`config.mk`:
```
export PLATFORM = sky130hd
export DESIGN_NAME = alu_pipe
export DESIGN_NICKNAME = d
export VERILOG_FILES = /design/src/rtl/alu_pipe.sv
export SDC_FILE = /design/constraint.sdc
export NUM_CORES = 1
export LEC_CHECK = 0
export CAP_MARGIN = 25
export CORE_MARGIN = 8
export CORE_UTILIZATION = 34
export CTS_CLUSTER_DIAMETER = 80
export DETAILED_ROUTE_END_ITERATION = 8
export SYNTH_ARGS = -nofsm -noshare
export SYNTH_HDL_FRONTEND = slang
export SYNTH_SLANG_ARGS = --single-unit
```
`constraint.sdc`:
```
create_clock -name clk -period 3.35 [get_ports clk]
set_input_delay 0.8375 -clock clk [delete_from_list [all_inputs] [get_ports clk]]
set_output_delay 0.8375 -clock clk [all_outputs]
set_load 0.01 [all_outputs]
```
`src/rtl/alu_pipe.sv`:
```
// alu_pipe - two-stage pipelined ALU with valid/ready handshakes on both sides.
//
// Stage 1 registers the (optionally inverted) operands and control; stage 2
// computes the result and flags from those registers and holds them until the
// consumer takes them. The pipeline can hold one op per stage, and in_ready is
// combinational, so a full pipeline keeps accepting while the output drains.
//
// Ports
//   clk, rst_n            clock (rising edge), asynchronous active-low reset
//   in_valid / in_ready   input handshake; op accepted when both are high
//   a, b, cin             operands and adder carry-in
//   op                    000 rotl, 001 shl, 010 rotr, 011 shr, 100 add,
//                         101 or, 110 xor, 111 and
//   inv_a, inv_b          invert operand before use
//   sign                  1 = signed overflow rule, 0 = unsigned (ofl = cout)
//   tag                   opaque tag returned with the result
//   out_valid / out_ready output handshake; result consumed when both are high
//   result, cout, ofl, z  result and flags
//   out_tag               tag of the presented result
//   clr_sticky            clear the sticky overflow flag
//   ofl_sticky            set by any consumed result with ofl = 1

module alu_pipe #(
    parameter int WIDTH     = 16,
    parameter int TAG_W     = 4,
    parameter int STICKY_EN = 1
) (
    input  logic             clk,
    input  logic             rst_n,
    input  logic             in_valid,
    output logic             in_ready,
    input  logic [WIDTH-1:0] a,
    input  logic [WIDTH-1:0] b,
    input  logic             cin,
    input  logic [2:0]       op,
    input  logic             inv_a,
    input  logic             inv_b,
    input  logic             sign,
    input  logic [TAG_W-1:0] tag,
    output logic             out_valid,
    input  logic             out_ready,
    output logic [WIDTH-1:0] result,
    output logic             cout,
    output logic             ofl,
    output logic             z,
    output logic [TAG_W-1:0] out_tag,
    input  logic             clr_sticky,
    output logic             ofl_sticky
);

    localparam int SHW = $clog2(WIDTH);

    // stage 1 registers
    logic             s1_valid_q;
    logic [WIDTH-1:0] a1_q, b1_q;
    logic             cin1_q, sign1_q;
    logic [2:0]       op1_q;
    logic [TAG_W-1:0] tag1_q;

    // stage 2 registers
    logic             s2_valid_q;
    logic [WIDTH-1:0] res_q;
    logic             cout_q, ofl_q, z_q;
    logic [TAG_W-1:0] tag2_q;

    // stage 2 next values
    logic [WIDTH-1:0]   res_d;
    logic               cout_d, ofl_d;
    logic [SHW-1:0]     shamt;
    logic [2*WIDTH-1:0] rotl_w, rotr_w;
    logic [WIDTH:0]     sum_w;

    logic s2_adv, accept;

    assign s2_adv   = !s2_valid_q || out_ready;
    assign in_ready = !s1_valid_q || s2_adv;
    assign accept   = in_valid && in_ready;

    // Rotates are done on a doubled copy of the operand so the wrapped bits
    // fall out of a single plain shift.
    always_comb begin
        shamt  = b1_q[SHW-1:0];
        rotl_w = {a1_q, a1_q} << shamt;
        rotr_w = {a1_q, a1_q} >> shamt;
        sum_w  = {1'b0, a1_q} + {1'b0, b1_q} + {{WIDTH{1'b0}}, cin1_q};
        res_d  = '0;
        cout_d = 1'b0;
        ofl_d  = 1'b0;
        case (op1_q)
            3'b000: res_d = rotl_w[2*WIDTH-1:WIDTH];
            3'b001: res_d = a1_q << shamt;
            3'b010: res_d = rotr_w[WIDTH-1:0];
            3'b011: res_d = a1_q >> shamt;
            3'b100: begin
                res_d  = sum_w[WIDTH-1:0];
                cout_d = sum_w[WIDTH];
                if (sign1_q)
                    ofl_d = (a1_q[WIDTH-1] == b1_q[WIDTH-1]) &&
                            (sum_w[WIDTH-1] != a1_q[WIDTH-1]);
                else
                    ofl_d = sum_w[WIDTH];
            end
            3'b101: res_d = a1_q | b1_q;
            3'b110: res_d = a1_q ^ b1_q;
            3'b111: res_d = a1_q & b1_q;
            default: res_d = '0;
        endcase
    end

    always_ff @(posedge clk or negedge rst_n) begin
        if (!rst_n) begin
            s1_valid_q <= 1'b0;
            a1_q       <= '0;
            b1_q       <= '0;
            cin1_q     <= 1'b0;
            sign1_q    <= 1'b0;
            op1_q      <= 3'b000;
            tag1_q     <= '0;
            s2_valid_q <= 1'b0;
            res_q      <= '0;
            cout_q     <= 1'b0;
            ofl_q      <= 1'b0;
            z_q        <= 1'b0;
            tag2_q     <= '0;
        end else begin
            if (in_ready)
                s1_valid_q <= in_valid;
            if (accept) begin
                a1_q    <= inv_a ? ~a : a;
                b1_q    <= inv_b ? ~b : b;
                cin1_q  <= cin;
                sign1_q <= sign;
                op1_q   <= op;
                tag1_q  <= tag;
            end
            if (s2_adv)
                s2_valid_q <= s1_valid_q;
            // Only load on a real op so a bubble never disturbs held outputs.
            if (s2_adv && s1_valid_q) begin
                res_q  <= res_d;
                cout_q <= cout_d;
                ofl_q  <= ofl_d;
                z_q    <= (res_d == '0);
                tag2_q <= tag1_q;
            end
        end
    end

    assign out_valid = s2_valid_q;
    assign result    = res_q;
    assign cout      = cout_q;
    assign ofl       = ofl_q;
    assign z         = z_q;
    assign out_tag   = tag2_q;

    generate
        if (STICKY_EN != 0) begin : g_sticky
            logic sticky_q, sticky_d;
            // A consumed overflow wins over a simultaneous clear.
            always_comb begin
                sticky_d = sticky_q;
                if (clr_sticky)
                    sticky_d = 1'b0;
                if (s2_valid_q && out_ready && ofl_q)
                    sticky_d = 1'b1;
            end
            always_ff @(posedge clk or negedge rst_n) begin
                if (!rst_n)
                    sticky_q <= 1'b0;
                else
                    sticky_q <= sticky_d;
            end
            assign ofl_sticky = sticky_q;
        end else begin : g_no_sticky
            assign ofl_sticky = 1'b0;
        end
    endgenerate

endmodule

```
Word level (Yosys, flattened, before mapping)
Index checks and enable logic that the tools add are counted.

Output and inout bits: 26. Logic and storage cells: 54. Bits in registers: 67.

Mux-type cells: 8. Add/sub/neg operators: 2. Bitwise operators: 5. Reductions and logical operators: 12. Equal/unequal tests: 9. Shifts and indexed selects: 4.

Operators with widths (number): 16-bit one-hot mux with 8 select lines (1); 16-bit two-way mux (2); 16-bit NOT (2); 32-bit by 4-bit left shift with 32-bit output (1); 32-bit by 4-bit right shift with 16-bit output (1); 16-bit by 16-bit adder with 17-bit output (1); 17-bit by 1-bit adder with 17-bit output (1); 16-bit AND (1); 16-bit zero test (1); 16-bit OR (1); 16-bit by 4-bit left shift with 16-bit output (1); 16-bit by 4-bit right shift with 16-bit output (1); 16-bit bitwise XOR (1); 3-bit equality test, second input constant (4); 3-bit by 2-bit equality test with 1-bit output, second input constant (2); 1-bit logical AND (5); 1-bit two-way mux (5); 3-bit by 1-bit equality test with 1-bit output, second input constant (1); 3-bit zero test (1); 1-bit zero test (2); 1-bit logical OR (2); 2-bit nonzero test (1); 1-bit equality test (1); 1-bit != test (1).

Logic depth before layout (Yosys ltp)
Word-level depth: 6. Mapped depth: 14. Mapped depth without buffers: 11.

Worst setup path before layout
No wires, ideal clock.

Path type: register to register. From: reg b1_q[1]. To: reg z_q (netlist: z). Clock period less this slack: 3.288 ns. Setup slack: 0.062 ns. Cell stages (with the launch flop): 14. Path buffers: 3. Data arrival time: 3.193 ns. Setup time: 0.095 ns. Cell sequence: dfrtp_1 buf_6 buf_4 buf_4 clkinv_1 fa_1 nor2b_1 o31a_1 o21ai_0 o311ai_0 mux2i_1 o21ai_0 or2_2 o31ai_1.

Word-level cells in the longest chain between the ends: 4. Elaborated cells between the ends (all ways): 11. Those cells by class: add/sub: 2; shift: 4; mux: 1; bitwise: 3; reduce/logical: 1.

Ends and longest elaborated chain: start, declared (line 55) `logic [WIDTH-1:0] a1_q, b1_q;`; start signal, assigned (line 130) `b1_q <= inv_b ? ~b : b;`; 16-bit by 16-bit adder with 17-bit output (line 85) `sum_w = {1'b0, a1_q} + {1'b0, b1_q} + {{WIDTH{1'b0}}, cin1_q};`; 17-bit by 1-bit adder with 17-bit output (line 85); 16-bit one-hot mux with 8 select lines (*) (line 89) `case (op1_q)`; 16-bit zero test (*) (line 143) `z_q <= (res_d == '0);`; end signal, assigned (line 143); end, declared (line 63) `logic cout_q, ofl_q, z_q;`.

Mark *: on every way between the ends. The rest lies on a longest branch, timed or not. A chain may end at the register's enable or synchronous reset.

Final worst setup path
From: reg b1_q[0]. To: reg z_q (netlist: z).

The elaborated chain is that of the path after synthesis.

==> flow_metrics.py <==
metrics = {
    "floorplan": {
        "ios": 74,
        "die-width_um": 156,
        "core_area_um2": 19400,
        "die-area_um2": 24400,
        "std_cell_rows": 51,
        "start_util": 0.345,
        "fp.dieH_um": 156,
    },
    "synth": {
        "synth-edff-count": 0,
        "synth_nets": 832,
        "netlist_instances": 749,
        "ys.flop_type": "dfrtp_1",
        "ys_ff_latch": 67,
        "synth_warnings": 0,
        "synth_seq_area_share": 0.251,
        "ys_async_sr_fraction": 1.00,
        "ys_types": 77,
        "syn_area_um2": 6690,
        "syn_area_per_cell_um2": 8.93,
    },
    "clock_tree": {
        "clk_path_buf_depth": 2,
        "cts.sinks": 67,
        "clk_pin_slew_worst_paths_ns": 0.06,
        "htree_levels": 3,
        "cts_root_buf": "clkbuf_16",
        "cts_buffers": 9,
        "cts_tree": "built",
        "worstSkewPairLatency_ns": 0.35,
    },
    "finish": {
        "area_growth_syn_to_layout_pct": 23.2,
        "antenna_cells": 0,
        "fillers": 1987,
        "nNetsFinal": 915,
        "drive_above_1_share": 0.182,
    },
    "timing": {
        "rsz0062_at_grt": "no",
        "clock_skew_ns": 0.00663,
        "clock.fmax_mhz": 321,
        "drv_slew": 0,
        "period_minus_slack_ns": 3.12,
        "finalCritPeriodShare": 0.931,
        "relSlewSlack": 0.466,
        "holdWs_ns": 0.462,
        "fin_setup_tns_ns": 0,
        "worst_pin_slew_ns": 0.798,
        "hold_viol": 0,
        "setup_viol": 0,
    },
    "power": {
        "powerDensity_nw_per_um2": 605,
        "ir_drop_uv": 301,
        "p_leak_uw": 0.00355,
        "clkPwrFrac": 0.180,
        "p_int_uw": 2830,
        "switchingPower_uw": 2150,
        "combPwrFrac": 0.590,
        "power_uw": 4980,
        "swShare": 0.432,
        "pwr-share-seq": 0.230,
    },
    "worst_setup_path": {
        "critPathKind": "flop to flop",
        "crit_arrival_ns": 3.37,
        "end_kind": "flop",
        "cp_data_required_time_ns": 3.60,
        "worstPathMaxFanout": 3,
        "start_kind": "flop",
    },
    "global_route": {
        "grt_pass1_vias": 6061,
        "use_met2": 0.292,
        "grt-ovfl-total": 0,
        "busiest_layer": "met2",
        "met1_usage": 0.254,
        "track_usage": 0.194,
        "antenna_found_initial": 0,
        "grt_pass1_wl_um": 36000,
        "grt_util_met3": 0.0483,
        "grt_start_max_net_pins": 44,
    },
    "route": {
        "drc": 0,
        "ant_nets": 0,
        "drtIter0Drc": 465,
        "wl_per_cell_um": 21.4,
        "first_pass_iters": 5,
        "viasPerCell": 5.61,
        "routed_wl_um": 23600,
        "via_count": 6184,
    },
    "placed_design": {
        "portBuffers": 73,
        "gp_congestion": 0.948,
        "dpl.hpwl_um": 18500,
    },
    "flow_run": {
        "drv_cap": 0,
    },
    "worst_hold_path": {
        "worstHoldPathType": "flop to flop",
    },
    "run_status": {
        "status": "finished clean",
    },
}
[power groups by stage]
stage	Combinational, uW	Clock (uW)	Sequential (uW)
after floorplan	1770	0	1160
after global placement	2900	0	1160
after detailed placement	2880	0	1160
after CTS	2890	915	1150
after global routing	3160	948	1170
final	2940	895	1150
[registers in the layout (all words and copies together), names as in the netlist, 3 cells and up]
signal	cells
a1_q	16
result	16
tag1_q	4
op1_q	3
b1_q	16
out_tag	4
[cell usage after synthesis (20+ instances only)]
cell / n / area share
a21oi_1: 62 / 0.046
xor2_1: 34 / 0.045
dfrtp_1: 67 / 0.25
ha_1: 33 / 0.062
nor2_1: 74 / 0.042
mux4_2: 33 / 0.11
clkbuf_1: 33 / 0.019
o21ai_0: 31 / 0.023
inv_1: 38 / 0.021
mux2i_1: 34 / 0.051
mux2_2: 20 / 0.034
nand2_1: 67 / 0.038
[through the flow]
stage,cells,area [um^2],setup slack [ns],utilization
2_1_floorplan,749,6690,0.0620,-
3_3_place_gp,1086,7950,0.293,0.410
3_5_place_dp,1086,7950,0.176,0.410
4_1_cts,1102,8230,0.165,0.424
5_1_grt,1102,8240,0.0116,0.425
6_report,1102,8240,0.232,0.425
[critical path, stage by stage, from the launching register on]
cell	delay (ns)
dfrtp_1	0.42
fa_1	0.42
inv_1	0.08
fa_1	0.20
nor2b_1	0.07
o21ai_0	0.12
or3b_2	0.46
a221oi_2	0.25
buf_4	0.18
nand4_1	0.10
nor4_2	0.32
nand4_1	0.14
o31ai_1	0.27
[kinds of logic (layout without fill, tap and decap cells)]
logic type               count (synthesis)  after routing  synth area share
XOR/XNOR                                39             39            0.0511
multiplexers                            92             92             0.214
buffers and inverters                  105            193            0.0724
AO/OA/AOI/OAI                          199            199             0.197
adder cells (fa/ha/maj)                 35             35            0.0677
AND/OR/NAND/NOR                        212            212             0.147
flip-flops                              67             67             0.251
[area by class of cell]
cell class | count | area (um^2) | area share
multi-input cells | 577 | 4540 | 0.551
flip-flops and latches | 67 | 1680 | 0.204
repair buffers | 135 | 1250 | 0.152
well taps | 265 | 332 | 0.0402
clock buffers | 9 | 225 | 0.0273
inverters | 42 | 158 | 0.0191
clock inverters | 7 | 52.6 | 0.00638
[layout by cell type, fill, tap and decap left out, types with 7 or more instances in the layout]
| master | Yosys | layout |
|---|---|---|
| a21oi_1 | 62 | 62 |
| a22oi_1 | 8 | 8 |
| a31oi_1 | 7 | 7 |
| buf_4 | 4 | 57 |
| clkbuf_16 | 0 | 9 |
| clkdlybuf4s50_1 | 0 | 72 |
| dfrtp_1 | 67 | 66 |
| ha_1 | 33 | 33 |
| inv_1 | 38 | 38 |
| mux2_2 | 20 | 20 |
| mux2i_1 | 34 | 34 |
| mux4_2 | 33 | 33 |
| nand2_1 | 67 | 66 |
| nand2b_1 | 10 | 10 |
| nand3_1 | 13 | 13 |
| nor2_1 | 74 | 74 |
| o21ai_0 | 31 | 31 |
| o22ai_1 | 15 | 15 |
| xor2_1 | 34 | 34 |
[routing by layer]
metal	vias to the layer above	wire length, um
met2	255	10400
met4	0	1080
li1	2913	-
met3	51	1730
met5	-	0
met1	2965	10300
[repair_timing]
action	CTS	global route
setup endpoints to repair	0	1
setup buffers	0	0
hold endpoints to repair	0	0
gates resized for setup	0	3
hold buffers	0	0
[final timing paths]
kind	start	end	slack [ns]	depth (start not counted)
worst min register to register	tag1_q[1]	out_tag[1]	0.46	2
worst min-delay path	tag1_q[1]	out_tag[1]	0.46	2
min in group asynchronous	rst_n	result[0]	0.48	1
worst max-delay path	b1_q[0]	z	0.23	12
worst max register to register	b1_q[0]	z	0.23	12
max in group asynchronous	rst_n	a1_q[8]	2.05	2
(Power assumes the default switching activity.)
